## config.mk

```make
export PLATFORM = sky130hd
export DESIGN_NAME = stream_demux_1_to_n
export DESIGN_NICKNAME = d
export VERILOG_FILES = /design/src/rtl/stream_demux_1_to_n.sv
export SDC_FILE = /design/constraint.sdc
export NUM_CORES = 1
export LEC_CHECK = 0
export ABC_CLOCK_PERIOD_IN_PS = 2600
export CORE_ASPECT_RATIO = 1.75
export CORE_MARGIN = 4
export CORE_UTILIZATION = 47
export DETAILED_ROUTE_END_ITERATION = 8
export PLACE_DENSITY = 0.79
export SYNTH_ARGS = -nofsm -noshare
export SYNTH_HDL_FRONTEND = slang
export SYNTH_SLANG_ARGS = --single-unit
```

## constraint.sdc

```tcl
create_clock -name clk -period 2.6 [get_ports clk]
set_input_delay 0.52 -clock clk [delete_from_list [all_inputs] [get_ports clk]]
set_output_delay 0.52 -clock clk [all_outputs]
set_load 0.01 [all_outputs]
```

## src/rtl/stream_demux_1_to_n.sv

```systemverilog
// Registered 1-to-N stream demultiplexer with per-channel valid/ready outputs.
// Optional out-of-range select counter enabled by STREAM_DEMUX_ERR_CNT_EN.
module stream_demux_1_to_n #(
  parameter int N = 8,
  parameter int M = 3,
  parameter int W = 8
) (
  input  logic             clk,
  input  logic             rst_n,
  input  logic [W-1:0]     in_data,
  input  logic [M-1:0]     in_sel,
  input  logic             in_valid,
  output logic             in_ready,
  output logic [N*W-1:0]   out_data,
  output logic [N-1:0]     out_valid,
  input  logic [N-1:0]     out_ready
`ifdef STREAM_DEMUX_ERR_CNT_EN
  ,
  output logic [7:0]       err_cnt
`endif
);

  localparam logic [31:0] NU = 32'(N);

  logic           s_valid_q, s_valid_d;
  logic [W-1:0]   s_data_q, s_data_d;
  logic [M-1:0]   s_sel_q, s_sel_d;
  logic [N-1:0]   ch_valid_q, ch_valid_d;
  logic [N*W-1:0] ch_data_q, ch_data_d;

  logic [31:0]    sel_ext;
  logic [N-1:0]   route_vec;
  logic           route;
  logic           drop;
  logic           in_fire;

  // Routing decision depends only on registered state and out_ready.
  always_comb begin
    sel_ext = 32'(s_sel_q);
    drop    = s_valid_q && (sel_ext >= NU);
    for (int i = 0; i < N; i++) begin
      route_vec[i] = s_valid_q && (sel_ext == 32'(i)) &&
                     (!ch_valid_q[i] || out_ready[i]);
    end
    route    = |route_vec;
    in_ready = !s_valid_q || route || drop;
    in_fire  = in_valid && in_ready;
  end

  always_comb begin
    s_valid_d  = s_valid_q;
    s_data_d   = s_data_q;
    s_sel_d    = s_sel_q;
    ch_valid_d = ch_valid_q;
    ch_data_d  = ch_data_q;

    if (in_fire) begin
      s_valid_d = 1'b1;
      s_data_d  = in_data;
      s_sel_d   = in_sel;
    end else if (route || drop) begin
      s_valid_d = 1'b0;
    end

    // A route into a draining channel reloads it in the same cycle.
    for (int i = 0; i < N; i++) begin
      if (route_vec[i]) begin
        ch_valid_d[i]         = 1'b1;
        ch_data_d[i*W +: W]   = s_data_q;
      end else if (out_ready[i] && ch_valid_q[i]) begin
        ch_valid_d[i] = 1'b0;
      end
    end
  end

  always_ff @(posedge clk or negedge rst_n) begin
    if (!rst_n) begin
      s_valid_q  <= 1'b0;
      s_data_q   <= '0;
      s_sel_q    <= '0;
      ch_valid_q <= '0;
      ch_data_q  <= '0;
    end else begin
      s_valid_q  <= s_valid_d;
      s_data_q   <= s_data_d;
      s_sel_q    <= s_sel_d;
      ch_valid_q <= ch_valid_d;
      ch_data_q  <= ch_data_d;
    end
  end

  assign out_valid = ch_valid_q;
  assign out_data  = ch_data_q;

`ifdef STREAM_DEMUX_ERR_CNT_EN
  logic [7:0] err_cnt_q, err_cnt_d;

  // Saturating count of discarded words.
  always_comb begin
    err_cnt_d = err_cnt_q;
    if (drop && (err_cnt_q != 8'hFF)) begin
      err_cnt_d = err_cnt_q + 8'd1;
    end
  end

  always_ff @(posedge clk or negedge rst_n) begin
    if (!rst_n) begin
      err_cnt_q <= 8'd0;
    end else begin
      err_cnt_q <= err_cnt_d;
    end
  end

  assign err_cnt = err_cnt_q;
`endif

endmodule

```

After elaboration in Yosys (flattened, before gate mapping)
Index checks and enable logic that the tools add are counted.
{ "op_classes": {"eq_ne": 7, "muxes": 18, "n_reduce_logical": 54} }
{ "ops": {"columns": ["cell", "n"], "rows": [
  ["$logic_and A1 B1 Y1", 25],
  ["$mux W1", 18],
  ["$reduce_bool A2 Y1", 9],
  ["$eq A3 B3 Y1 const B", 4],
  ["$logic_not A1 Y1", 9],
  ["$logic_or A1 B1 Y1", 9],
  ["$reduce_or A8 Y1", 1],
  ["$eq A3 B2 Y1 const B", 2],
  ["$eq A3 B1 Y1 const B", 1],
  ["$logic_not A3 Y1", 1]
]} }
{ "word_totals": {"reg_bits": 84, "out_inout_bits": 73, "wordCells": 98} }

Longest topological paths before layout
{ "logic_depth": {"ltp_word": 7, "mapped_depth": 8, "mapped_depth_nobuf": 5} }

Worst setup path after synthesis
OpenSTA, ideal clock, no wires.
{ "synth_path": {"kind": "input port to output port", "start": "input port out_ready[4]", "end": "output port in_ready", "arrival_time_ps": 1470, "t_required_ps": 2080, "path_slack_ps": 610, "cell_stages": 4, "cell_sequence": "nand2b_1 -> nor4b_1 -> or3_1 -> or2_2"} }
{ "synth_between": {"elab_chain_len": 4} }
{ "synth_rtl": {"columns": ["item", "line_no", "rtl"], "rows": [
  ["start, declared", "16", "input logic [N-1:0] out_ready"],
  ["$logic_or A1 B1 Y1", "43", "(!ch_valid_q[i] || out_ready[i]);"],
  ["$logic_and A1 B1 Y1", "42", "route_vec[i] = s_valid_q && (sel_ext == 32'(i)) &&"],
  ["$reduce_or A8 Y1", "45", "route = |route_vec;"],
  ["$logic_or A1 B1 Y1", "46", "in_ready = !s_valid_q || route || drop;"],
  ["end, declared", "13", "output logic in_ready,"]
]} }
No other way between the ends.

Final worst setup path
Same ends and word-level chain as after synthesis.

==> impl.org <==
** Drt
- After detailed routing, the number of vias per cell comes to 5.180.
- Detailed-route DRC error count :: 0
- Wires add up to a little under 8000 µm.
- Iteration count of the initial detailed-routing pass :: 4
- Iteration-0 DRC count of the detailed router :: 126
- Dividing the detail-routed wire length by the instance count gives 19.04 µm.
- Detailed routing inserted a total of 2129 vias.
- Once detail routing completed, the nets flagged for antenna violations numbered 0.

** Timing
- Setup repair after global routing left no endpoint under its margin.
- Setup skew after layout :: approximately 0.0043 ns
- The number of hold violations in the final report is 0.
- Min cycle time layout :: 2.519 ns
- At the pin with the least slew margin, the transition time is 0.6022 ns.
- The final critical path takes up between 90% and 100% of the cycle.
- The final max-slew violation count came to 0.
- After routing, the total negative slack on setup checks comes to 0 ns.
- Measured against its own limit, the worst slew margin works out to 59.85%.
- Post-route worst setup slack :: 0.08126 ns
- Highest attainable clock frequency :: 0.3970 GHz
- Setup violations remaining at the end of the flow were counted as 0.

** Logic synthesis
- Yosys printed 0 warnings.
- For this run, the register share of the synthesized area comes to 62.85%.
- In the synthesized netlist the dominant register cell turns out to be sky130_fd_sc_hd__dfrtp_1.
- The cell area that synthesis handed to floorplanning was roughly 3300 µm².
- The number of nets in the synthesized netlist is 232.
- In this run, synthesis inferred 0 flip-flops with an integrated enable.
- After synthesis the netlist holds a flip-flop and latch count of 84.
- Synth async-reset ratio :: 100.0%
- Mean Syn Cell Area :: ~16 µm²
- Unique masters post-synth :: 29
- Syn Inst Count :: 210

** Global route
- Total global routing track utilization :: 20.18%
- Total congestion overflow after global routing :: 0
- GR Layer Usage met3 :: 5.532%
- Via count of the first global-routing pass :: 2347
- Met2 usage :: 34.74%
- Entering global routing, the biggest net connects 49 pins.
- For met1 alone, demand over resource in global routing was 23.34%.
- The first global-routing pass estimated 12750 µm of wire.
- Most congested layer reported by global routing :: met2
- Initial antenna violation count :: 0

** Layout
- Fill cells in the final layout number between 500 and 600.
- The repair_antennas step left the layout with diodes totalling 0.
- Sequential cell area :: 2103 µm²
- Layout area overhead :: 41.86%
- Layout Utilization :: slightly below 70%
- Once layout is done, the placed cells without fillers occupy 4745 µm².
- Net total in the final layout :: 345
- Share of post-route cells with drive strength above 1 :: 34.25%
- Post-Layout Cell Count :: 411
- Area of the multi-input gates :: roughly 1200 µm²

** Die
- For this design the top-level I/O count stands at 95.
- Starting utilization of the core area :: 48.42%
- In this run the standard cell core region covers ~6900 µm².
- Y dimension of the die :: ~120 µm
- The floorplan step defined a die boundary enclosing 8582 µm².
- Number of cell rows :: 40
- Die boundary width :: 71.77 µm

** Run status
- The run finished with clean final reports.

** Clock network
- Total CTS buffers :: 9
- After clock tree synthesis, the flow added hold-fix buffers numbering 0.
- Clock Sinks :: 84
- TritonCTS built the clock tree.
- The H-tree was split into 3 levels.
- Once the clock tree was built, the resizer swapped 5 gates to a different size.
- After clock tree synthesis, the clock-pin slew on the worst setup and hold paths is 0.05 ns.
- After clock tree synthesis, the setup repair step added 0 buffers.
- Maximum buffer depth of the clock tree :: 2
- Clock latency on the worst-skew pair :: 0.33 ns
- Clock root cell :: sky130_fd_sc_hd__clkbuf_16

** Power and ir drop
- For this design the ratio of total power to cell area is approximately 1400 nW/µm².
- VDD sags by at most 686.2 µV.
- For this design the static power due to leakage is roughly 0.0021 µW.

** Critical path
- The critical path in this run is classified as primary input to output pin.
- Arrival time at the worst endpoint :: 2.00 ns
- Startpoint kind of the worst setup timing path :: primary input
- In this run the worst path has a maximum fanout of 2.
- At the worst endpoint, the required time is 2.08 ns.
- Type of destination of the critical path :: output pin

** Placement
- Once placement finished, the instance area stood at 4478 µm².
- Routability-driven placement finished with a final weighted congestion of roughly 0.8.
- OpenSTA, run right after detailed placement, puts the worst setup slack at -0.2741 ns.
- Count of buffers from port buffering :: 94
- In this run, placement finished with an instance count of 396.
- HPWL after detailed placement :: ~5600 µm

** Worst hold path
- Hold/Removal Path Class :: primary input to asynchronous set/reset pin

** Job
- MaxCap Viol Count :: 0
[critical path, cell delays in order]
cell                              delay, ns
sky130_fd_sc_hd__clkdlybuf4s50_1       0.39
sky130_fd_sc_hd__nand2b_1              0.15
sky130_fd_sc_hd__nor4b_1               0.15
sky130_fd_sc_hd__or3_1                 0.36
sky130_fd_sc_hd__or2_2                 0.29
sky130_fd_sc_hd__buf_2                 0.15
[state kept, by name (all words and copies together), names as in the netlist]
signal     flops
out_data      64
out_valid      8
s_data_q       8
s_sel_q        3
s_valid_q      1
[final timing paths]
kind	from	endpoint	slack, ns	depth (start not counted)
setup / recovery	out_ready[4]	in_ready	0.08	6
hold / removal	rst_n	out_data[20]	0.21	1
setup reg to reg	s_sel_q[0]	s_sel_q[2]	0.48	8
hold reg to reg	out_data[17]	out_data[17]	0.50	1
max in group asynchronous	rst_n	out_data[24]	1.79	2
min in group clk	out_data[17]	out_data[17]	0.50	1
[power by group]
part / switching (µW) / internal (µW) / total, µW / leakage [µW]
sequential: 577 / 1980 / 2560 / 0.00101
clock: 457 / 690 / 1150 / 0.000135
combinational: 1100 / 1980 / 3080 / 0.000937
[metrics by stage]
step | power (µW) | hold WS [ns]
floorplan | 3950 | 0.2244
global placement | 5620 | 0.4758
detailed placement | 5724 | 0.4886
CTS | 6880 | 0.2133
global route | 7197 | 0.2381
finish | 6789 | 0.2073
[per-layer routing]
metal,part of all wire (%),vias up
met2,56,55
li1,-,967
met5,0,-
met4,1.4,0
met1,38,1098
met3,4.2,9
[cell usage after synthesis, drive strengths merged (2+ instances only)]
library cell | count | share of area [%]
mux2 | 75 | 26
nand2b | 10 | 2.1
nand4b | 3 | 0.79
nand4bb | 2 | 1.2
buf | 6 | 1.4
nor2 | 2 | 0.22
a21oi | 2 | 0.52
dfrtp | 84 | 63
or4b | 2 | 0.60
o21ai | 4 | 0.71
nor2b | 3 | 0.56
inv | 4 | 0.45
clkbuf | 2 | 0.22
nand2 | 4 | 0.45
[layout make-up]
| cell class | instances | share of cell area (%) |
|---|---|---|
| well taps | 84 | 2.215 |
| inverters | 4 | 0.3165 |
| clock inverters | 2 | 0.2110 |
| clock buffers | 13 | 5.485 |
| repair buffers | 110 | 22.73 |
| multi-input cells | 114 | 24.71 |
| flip-flops and latches | 84 | 44.33 |
[cells in the final DEF (no fill, tap or decap), types with 2 or more instances in the layout]
master | netlist | final
sky130_fd_sc_hd__clkdlybuf4s50_1 | 0 | 92
sky130_fd_sc_hd__dfrtp_1 | 84 | 83
sky130_fd_sc_hd__mux2_2 | 63 | 63
sky130_fd_sc_hd__buf_4 | 2 | 15
sky130_fd_sc_hd__mux2_4 | 10 | 10
sky130_fd_sc_hd__nand2b_1 | 9 | 9
sky130_fd_sc_hd__clkbuf_16 | 0 | 9
sky130_fd_sc_hd__inv_1 | 4 | 4
sky130_fd_sc_hd__nand2_1 | 4 | 4
sky130_fd_sc_hd__nor2b_1 | 3 | 3
sky130_fd_sc_hd__nand4b_1 | 3 | 3
sky130_fd_sc_hd__o21ai_0 | 3 | 3
sky130_fd_sc_hd__a21oi_2 | 2 | 2
sky130_fd_sc_hd__mux2_1 | 2 | 2
sky130_fd_sc_hd__nor2_1 | 2 | 2
sky130_fd_sc_hd__clkbuf_8 | 0 | 2
sky130_fd_sc_hd__clkinv_2 | 0 | 2
sky130_fd_sc_hd__clkbuf_1 | 2 | 2
sky130_fd_sc_hd__buf_12 | 0 | 2
[cells by family (layout without fill, tap and decap cells)]
| kind of cell | after synthesis | in the layout | share of synthesized area, % |
|---|---|---|---|
| multiplexers | 75 | 75 | 26.37 |
| flip-flops | 84 | 84 | 62.85 |
| AO/OA/AOI/OAI | 8 | 8 | 1.646 |
| AND/OR/NAND/NOR | 31 | 31 | 7.034 |
| buffers and inverters | 12 | 129 | 2.095 |
Note: power is estimated with default switching activity, not from simulation.
